$ cat src/rtl/defaults.sv
// Project-wide data-path defaults shared by the memory-side blocks.
package defaults;
  localparam int WORD_SIZE = 32;
endpackage

$ cat src/rtl/sram_ctrl_pkg.sv
// Shared types and byte-lane constants for the SRAM controller.
package sram_ctrl_pkg;
  localparam int WORD_SIZE = defaults::WORD_SIZE;
  localparam int BYTE_W    = 8;
  localparam int NUM_LANES = WORD_SIZE / BYTE_W;

  typedef enum logic {
    IDLE = 1'b0,
    RMW  = 1'b1
  } state_e;
endpackage

$ cat src/rtl/sram_ctrl_be_merge.sv
// Byte-lane merge: lanes with an enable take new data, the rest keep the old word.
module be_merge
  import sram_ctrl_pkg::*;
(
  input  logic [WORD_SIZE-1:0] i_new,
  input  logic [WORD_SIZE-1:0] i_old,
  input  logic [NUM_LANES-1:0] i_be,
  output logic [WORD_SIZE-1:0] o_merged
);

  always_comb begin
    o_merged = i_old;
    for (int i = 0; i < NUM_LANES; i++) begin
      if (i_be[i]) o_merged[i*BYTE_W +: BYTE_W] = i_new[i*BYTE_W +: BYTE_W];
    end
  end

endmodule

$ cat src/rtl/sram_ctrl.sv
// SRAM controller: port A serves instruction fetch, port B serves loads and the
// read half of partial-store read-modify-write; one shared write port.
module sram_ctrl
  import sram_ctrl_pkg::*;
#(
  parameter int num_words    = 4096,
  parameter int l2_num_words = 12
) (
  input  logic                    i_clk,
  input  logic                    i_rst,
  input  logic                    i_if_req,
  input  logic [31:0]             i_if_addr,
  output logic                    o_if_ready,
  output logic                    o_if_valid,
  output logic                    o_if_err,
  output logic [WORD_SIZE-1:0]    o_if_data,
  input  logic                    i_ls_req,
  input  logic                    i_ls_we,
  input  logic [31:0]             i_ls_addr,
  input  logic [WORD_SIZE-1:0]    i_ls_wdata,
  input  logic [NUM_LANES-1:0]    i_ls_be,
  output logic                    o_ls_ready,
  output logic                    o_ls_valid,
  output logic                    o_ls_err,
  output logic [WORD_SIZE-1:0]    o_ls_rdata,
  output logic                    o_sram_re_A,
  output logic [l2_num_words-1:0] o_sram_addr_A,
  input  logic [WORD_SIZE-1:0]    i_sram_data_A,
  output logic                    o_sram_re_B,
  output logic [l2_num_words-1:0] o_sram_addr_B,
  input  logic [WORD_SIZE-1:0]    i_sram_data_B,
  output logic                    o_sram_we,
  output logic [l2_num_words-1:0] o_sram_waddr,
  output logic [WORD_SIZE-1:0]    o_sram_wdata
);

  localparam logic [32:0] ADDR_LIMIT = 33'(num_words) << 2;

  state_e                  state_q, state_d;
  logic                    if_valid_q, if_valid_d;
  logic                    if_err_q, if_err_d;
  logic                    ls_valid_q, ls_valid_d;
  logic                    ls_err_q, ls_err_d;
  logic                    ls_rd_q, ls_rd_d;
  logic [l2_num_words-1:0] rmw_addr_q, rmw_addr_d;
  logic [WORD_SIZE-1:0]    rmw_wdata_q, rmw_wdata_d;
  logic [NUM_LANES-1:0]    rmw_be_q, rmw_be_d;

  logic                    if_bad, ls_bad, if_acc, ls_acc;
  logic [l2_num_words-1:0] if_word, ls_word;
  logic [WORD_SIZE-1:0]    merged;

  assign if_word = i_if_addr[l2_num_words+1:2];
  assign ls_word = i_ls_addr[l2_num_words+1:2];
  assign if_bad  = (i_if_addr[1:0] != 2'b00) || ({1'b0, i_if_addr} >= ADDR_LIMIT);
  assign ls_bad  = (i_ls_addr[1:0] != 2'b00) || ({1'b0, i_ls_addr} >= ADDR_LIMIT);

  be_merge u_be_merge (
    .i_new    (rmw_wdata_q),
    .i_old    (i_sram_data_B),
    .i_be     (rmw_be_q),
    .o_merged (merged)
  );

  assign o_ls_ready = (state_q == IDLE);
  assign ls_acc     = i_ls_req && o_ls_ready && !i_rst;

  always_comb begin
    state_d       = state_q;
    rmw_addr_d    = rmw_addr_q;
    rmw_wdata_d   = rmw_wdata_q;
    rmw_be_d      = rmw_be_q;
    if_valid_d    = 1'b0;
    if_err_d      = 1'b0;
    ls_valid_d    = 1'b0;
    ls_err_d      = 1'b0;
    ls_rd_d       = 1'b0;
    o_sram_re_A   = 1'b0;
    o_sram_addr_A = if_word;
    o_sram_re_B   = 1'b0;
    o_sram_addr_B = ls_word;
    o_sram_we     = 1'b0;
    o_sram_waddr  = ls_word;
    o_sram_wdata  = i_ls_wdata;

    if (state_q == RMW) begin
      // Old word read last cycle is on port B now; write back the merge.
      o_sram_we    = 1'b1;
      o_sram_waddr = rmw_addr_q;
      o_sram_wdata = merged;
      ls_valid_d   = 1'b1;
      state_d      = IDLE;
    end else if (ls_acc) begin
      ls_valid_d = 1'b1;
      if (ls_bad) begin
        ls_err_d = 1'b1;
      end else if (!i_ls_we) begin
        o_sram_re_B = 1'b1;
        ls_rd_d     = 1'b1;
      end else if (i_ls_be == '1) begin
        o_sram_we = 1'b1;
      end else if (i_ls_be != '0) begin
        o_sram_re_B = 1'b1;
        rmw_addr_d  = ls_word;
        rmw_wdata_d = i_ls_wdata;
        rmw_be_d    = i_ls_be;
        ls_valid_d  = 1'b0;
        state_d     = RMW;
      end
    end

    // Stall a fetch that would race a write to the same word.
    o_if_ready = !(o_sram_we && (if_word == o_sram_waddr));
    if_acc     = i_if_req && o_if_ready && !i_rst;
    if (if_acc) begin
      if_valid_d = 1'b1;
      if (if_bad) if_err_d = 1'b1;
      else        o_sram_re_A = 1'b1;
    end
  end

  always_ff @(posedge i_clk or posedge i_rst) begin
    if (i_rst) begin
      state_q     <= IDLE;
      if_valid_q  <= 1'b0;
      if_err_q    <= 1'b0;
      ls_valid_q  <= 1'b0;
      ls_err_q    <= 1'b0;
      ls_rd_q     <= 1'b0;
      rmw_addr_q  <= '0;
      rmw_wdata_q <= '0;
      rmw_be_q    <= '0;
    end else begin
      state_q     <= state_d;
      if_valid_q  <= if_valid_d;
      if_err_q    <= if_err_d;
      ls_valid_q  <= ls_valid_d;
      ls_err_q    <= ls_err_d;
      ls_rd_q     <= ls_rd_d;
      rmw_addr_q  <= rmw_addr_d;
      rmw_wdata_q <= rmw_wdata_d;
      rmw_be_q    <= rmw_be_d;
    end
  end

  assign o_if_valid = if_valid_q;
  assign o_if_err   = if_err_q;
  assign o_ls_valid = ls_valid_q;
  assign o_ls_err   = ls_err_q;
  assign o_if_data  = (if_valid_q && !if_err_q) ? i_sram_data_A : '0;
  assign o_ls_rdata = (ls_valid_q && ls_rd_q) ? i_sram_data_B : '0;

endmodule

$ cat config.mk
export PLATFORM = sky130hd
export DESIGN_NAME = sram_ctrl
export DESIGN_NICKNAME = d
export VERILOG_FILES = /design/src/rtl/defaults.sv /design/src/rtl/sram_ctrl_pkg.sv /design/src/rtl/sram_ctrl_be_merge.sv /design/src/rtl/sram_ctrl.sv
export SDC_FILE = /design/constraint.sdc
export NUM_CORES = 1
export LEC_CHECK = 0
export ABC_CLOCK_PERIOD_IN_PS = 5600
export CORE_AREA = 2 2 121 123
export CTS_BUF_LIST = sky130_fd_sc_hd__clkbuf_2
export CTS_CLUSTER_DIAMETER = 50
export DETAILED_ROUTE_END_ITERATION = 8
export DIE_AREA = 0 0 123 125
export PLACE_DENSITY = 0.65
export SETUP_SLACK_MARGIN = 0.5
export SLEW_MARGIN = 25
export SYNTH_ARGS = -nofsm -noshare
export SYNTH_HDL_FRONTEND = slang
export SYNTH_SLANG_ARGS = --single-unit
export TNS_END_PERCENT = 20
$ cat constraint.sdc
create_clock -name i_clk -period 5.6 [get_ports i_clk]
set_input_delay 0.56 -clock i_clk [delete_from_list [all_inputs] [get_ports i_clk]]
set_output_delay 0.56 -clock i_clk [all_outputs]
set_load 0.01 [all_outputs]
==> flow_summary_export.csv <==
group,metric,value,unit
status,status,"finished, final reports clean",
die,start_util,26.0,%
detailed_routing,totalWireLength,13700,um
timing,fin_crit,3800,ps
detailed_routing,ant_nets,0,
placement,dpl_cell_area,6740,um2
placement,placed_cells,827,
layout,fin_util,47.9,%
timing,slew_violations,0,
yosys,synthArstFlopShare,100,%
yosys,synth_top_area_cell,"dfrtp_1",
timing,tightest_slew,1020,ps
layout,final_cells,835,
critical_path,path_class,"register to output port",
pwr,vdd_drop_max,0.0788,mV
clock_tree,cts_made_buffers,5,
clock_tree,ctsHoldBuffers,0,
layout,fin_nets,819,
detailed_routing,post_drt_wl_per_cell,16.4,um
yosys,yosysWarnings,0,
timing,hold_viol_final,0,
global_routing,antenna_found_initial,0,
yosys,synth-seq-cells,54,
timing,fin_crit_sh,67.9,%
die,die-width,123,um
timing,rsz0062_at_grt,"no",
critical_path,cp-end-kind,"output port",
critical_path,worstPathMaxFanout,35,
layout,fillCellCount,1355,
clock_tree,root_buffer,"clkbuf_2",
yosys,synthesis.area,3690,um2
clock_tree,clk_latency,450,ps
clock_tree,clockBufferDepth,2,
layout,antenna_cells,0,
placement,io_buffer_count,309,
pwr,p_per_area,129,nW/um2
clock_tree,cts.sinks,54,
die,die_y,125,um
global_routing,grtUsageTotal,16.6,%
worst_hold_path,min_path_type,"input port to async pin",
yosys,syn_nets,550,
die,coreArea,14200,um2
timing,tns,0,ps
yosys,synth_area_per_cell,9.69,um2
global_routing,grt_max_degree,46,
die,dieArea,15400,um2
global_routing,overflow,0,
yosys,synthDistinctLibCells,27,
placement,dp_slack,1840,ps
yosys,yosysSeqAreaShare,36.6,%
clock_tree,clk_pin_slew_worst_paths,270,ps
pwr,finalPower,0.875,mW
layout,drive_above_1_share,10.3,%
yosys,synth_edf_count,0,
detailed_routing,drt-initial-drc-count,111,
yosys,synth_area_leaders,"dfrtp_1, mux2_2, mux2i_1",
layout,area_delta_synth_final,84.3,%
yosys,synthCells,381,
clock_tree,htree_levels,2,
critical_path,start_kind,"register",
timing,fin_ws,1800,ps
detailed_routing,vias,3819,
detailed_routing,routed_via_density,4.57,
global_routing,grt_pass1_wl,20100,um
flow_run,cap_violations,0,
critical_path,worstPathArrival,3240,ps
timing,fmaxAchievable,263,MHz
clock_tree,tritoncts,"built",
timing,slew_headroom,31.9,%
die,rows,44,
detailed_routing,route.detailed.drc,0,
yosys,yosysMostFrequentCell,"dfrtp_1",
critical_path,required,5040,ps
clock_tree,cts_setup_buffers,0,
pwr,p_leak,2.87,nW
yosys,netlist.area_leader.share,36.6,%
layout,design_area,6810,um2
detailed_routing,first_pass_iters,4,
timing,setup_viol,0,
global_routing,grt_pass1_vias,3858,
die,ios,310,
yosys,synthFlopType,"dfrtp_1",
placement,gp_congestion,0.784,
timing,hold_ws,427,ps
placement,dp_hpwl,11200,um
yosys,synth_commonest_cells,"dfrtp_1, mux2_2, nor2_1",
clock_tree,postCtsResizedCells,0,
timing,fin_worst_skew,16.8,ps
final timing paths:
kind	end	slack [ps]	from	cells past startpoint
worst max-delay path	o_sram_re_A	1800	state_q$_DFF_PP0_	6
worst min-delay path	rmw_addr_q[7]$_DFFE_PP0P_	430	i_rst	2
worst max register to register	rmw_wdata_q[1]$_DFFE_PP0P_	2320	state_q$_DFF_PP0_	5
worst min register to register	rmw_addr_q[6]$_DFFE_PP0P_	530	rmw_addr_q[6]$_DFFE_PP0P_	1
max in group asynchronous	state_q$_DFF_PP0_	4360	i_rst	3
min in group i_clk	rmw_addr_q[6]$_DFFE_PP0P_	530	rmw_addr_q[6]$_DFFE_PP0P_	1
flip-flops by register name, summed over array words and instances, names as in the netlist:
signal,count
rmw_wdata_q,32
rmw_addr_q,12
rmw_be_q,4
ls_rd_q,1
o_if_err,1
o_if_valid,1
o_ls_err,1
o_ls_valid,1
state_q,1
worst max-delay path: stages, from the launching register on:
cell and delay [ps]:
dfrtp_2 860, mux2_2 420, xor2_1 140, nor4_1 430
and4_1 360, nor2_1 100, clkdlybuf4s50_1 480
layer usage:
layer	track usage, %	vias to the layer above	wire [um]
li1	-	1844	-
met1	18.8	1791	5320
met2	31.0	172	7040
met3	4.33	12	1170
met4	2.94	0	146
met5	0	-	0
cell families after synthesis:
group | Yosys count | share of synthesized area (%)
compound gates | 34 | 4.67
xor+xnor | 12 | 2.85
buf+inv | 54 | 8.67
flops | 54 | 36.6
mux | 92 | 27.0
simple gates | 135 | 20.3
area by class of cell:
class | instances | area, um2 | area share, %
Clock buffer | 5 | 25.0 | 0.368
Clock inverter | 3 | 43.8 | 0.643
Inverter | 3 | 11.3 | 0.165
Multi-Input combinational cell | 273 | 2020 | 29.7
Sequential cell | 54 | 1350 | 19.9
Tap cell | 184 | 230 | 3.38
Timing Repair Buffer | 313 | 3120 | 45.9
power breakdown:
group / internal [mW] / switching [mW]
combinational: 0.183 / 0.0928
sequential: 0.393 / 0.00406
clock: 0.0765 / 0.126
layout by cell type, fill, tap and decap left out:
master             n
buf_4              4
or4_4              1
clkinv_2           1
inv_2              1
nor4_1            14
nor3b_1            1
nor2b_1            4
nor2_1            38
and4_1             2
mux2_1             9
dfrtp_2            1
inv_1              2
clkdlybuf4s50_1  309
o21ai_0            1
clkbuf_2           5
a21oi_1           32
nand4_1            1
bufinv_16          1
nand2_1            5
nor2_4             1
mux2_2            51
mux2i_1           32
and3_1            32
xor2_1            12
nand3_1            2
dfrtp_1           53
nor3_1             2
inv_6              1
and2_1            32
o31ai_1            1
No activity file was read; power rests on OpenSTA's default activity.
==> variant, RTL diff (same flow settings) <==
Change the parameter `num_words` from 4096 to 3072.
--- a/src/rtl/sram_ctrl.sv
+++ b/src/rtl/sram_ctrl.sv
@@ -3,7 +3,7 @@
 module sram_ctrl
   import sram_ctrl_pkg::*;
 #(
-  parameter int num_words    = 4096,
+  parameter int num_words    = 3072,
   parameter int l2_num_words = 12
 ) (
   input  logic                    i_clk,
Behaviour: not the same (a bounded check fails within 4 cycles, from zero or initial values and one cycle with i_rst high).
==> variant against the original RTL <==
Sequential cell count unchanged; setup slack improved by 0.16 ns; combinational power about the same; largest power group unchanged; via count decreased by 1.3%; synthesized area increased by 1.4%; critical endpoint unchanged; routed wire length decreased by 1.9%; final area increased by 0.64%; critical path type unchanged; synthesized cell count decreased by 0.52%; clock power decreased by 3%; global-route usage increased by 0.063 points; core utilization increased by 0.31 points; power decreased by 0.51%.
==> variant: results <==
{
  "grt_usage": 0.166,
  "status": "complete, no violations",
  "hpwl_um": 10900,
  "power.density_mw_per_mm2": 127,
  "yosys-top-cells-count": "dfrtp_1, mux2_2, nor2_1",
  "yosysWarnings": 0,
  "grt_pass1_wl_um": 20300,
  "rr_startpoint": "state_q",
  "p_leak_nw": 2.86,
  "dr.pass1.iters": 4,
  "r2r_cells": 4,
  "cp_max_fo": 30,
  "place.gp.congestion": 0.785,
  "p_clk_frac": 0.227,
  "finalNetCount": 817,
  "clk_pin_slew_ns": 0.26,
  "grt_pass1_vias": 3872,
  "wire_per_inst_um": 16.1,
  "clk_path_buf_depth": 2,
  "clkLatencyLatePin_ns": 0.42,
  "placed_area_mm2": 0.00678,
  "ir_drop_mv": 0.0743,
  "antenna_found_initial": 0,
  "cts_resized": 0,
  "r2r_end": "rmw_addr_q[9]",
  "syn_area_per_cell_um2": 9.88,
  "async_flop_share": 1.00,
  "ys_seq_area_frac": 0.361,
  "instances_no_fill": 836,
  "synth_fp_nets": 548,
  "finClkSkew_ns": 0.0173,
  "dp.cells": 825,
  "cts_hold_buf": 0,
  "yosys-top-cells-area": "dfrtp_1, mux2_2, mux2i_1, buf_4, and2_1",
  "arrival_ns": 3.08,
  "io_buffer_count": 309,
  "cts_setup_buffers": 0,
  "root_buffer": "clkbuf_2",
  "drt_iter0_markers": 66,
  "p_sw_frac": 0.248,
  "drive_gt1_frac": 0.117,
  "reg.largest.list": "rmw_wdata_q: 32 flops, rmw_addr_q: 12 flops, rmw_be_q: 4 flops",
  "htreeDepth": 2,
  "r2r_slack_ns": 2.74,
  "vias_per_cell": 4.51,
  "pg_seq_w": 0.000396,
  "post-place-ws_ns": 1.90,
  "hp-class": "in -> async",
  "synth.distinct_cells": 31,
  "numCtsBuffers": 5,
  "tightest_slew_ns": 0.923,
  "grt_max_degree": 51
}
==> variant: per-layer routing <==
metal  wire [um]  track usage
met1        5550        0.209
met2        6860        0.296
met3         859       0.0301
met4         153       0.0307
met5           0            0
==> variant: cells by family after synthesis <==
kind of cell	Yosys count	synth area share
buffers and inverters	54	0.0882
flip-flops	54	0.361
AND/OR/NAND/NOR	132	0.200
XOR/XNOR	12	0.0281
multiplexers	92	0.275
AO/OA/AOI/OAI	35	0.0481
==> variant: area by class of cell <==
type	instances	area, um2
Clock inverter	1	30.0
Sequential cell	54	1350
Antenna cell	3	7.51
Timing Repair Buffer	313	3120
Fill cell	1342	7350
Multi-Input combinational cell	271	2060
Inverter	3	11.3
Tap cell	184	230
Clock buffer	7	35.0
==> variant: worst max-delay path, cell delays in order (launching register included) <==
cell	delay, ns
dfrtp_2	0.80
mux2_2	0.43
xor2_1	0.14
nor4_1	0.37
and4_1	0.34
nor4bb_1	0.08
clkdlybuf4s50_1	0.49
==> variant: per-stage QoR <==
step | util | hold slack [ns]
6_report | 0.482 | 0.522
5_1_grt | 0.482 | 0.501
4_1_cts | 0.482 | 0.508
3_5_place_dp | 0.477 | 0.491
3_3_place_gp | 0.477 | 0.491
2_1_floorplan | - | 0.475
==> variant: how the worst max path moves through the flow <==
stage	start	to	slack (ns)	cells past startpoint
floorplan	i_rst	o_sram_re_A	2.32	5
global placement	i_ls_addr[29]	rmw_addr_q[8]	2.00	7
detailed placement	i_rst	rmw_addr_q[9]	1.90	7
CTS	state_q	o_sram_re_A	1.90	6
global route	state_q	o_sram_re_A	1.75	6
finish	state_q	o_sram_re_A	1.96	6
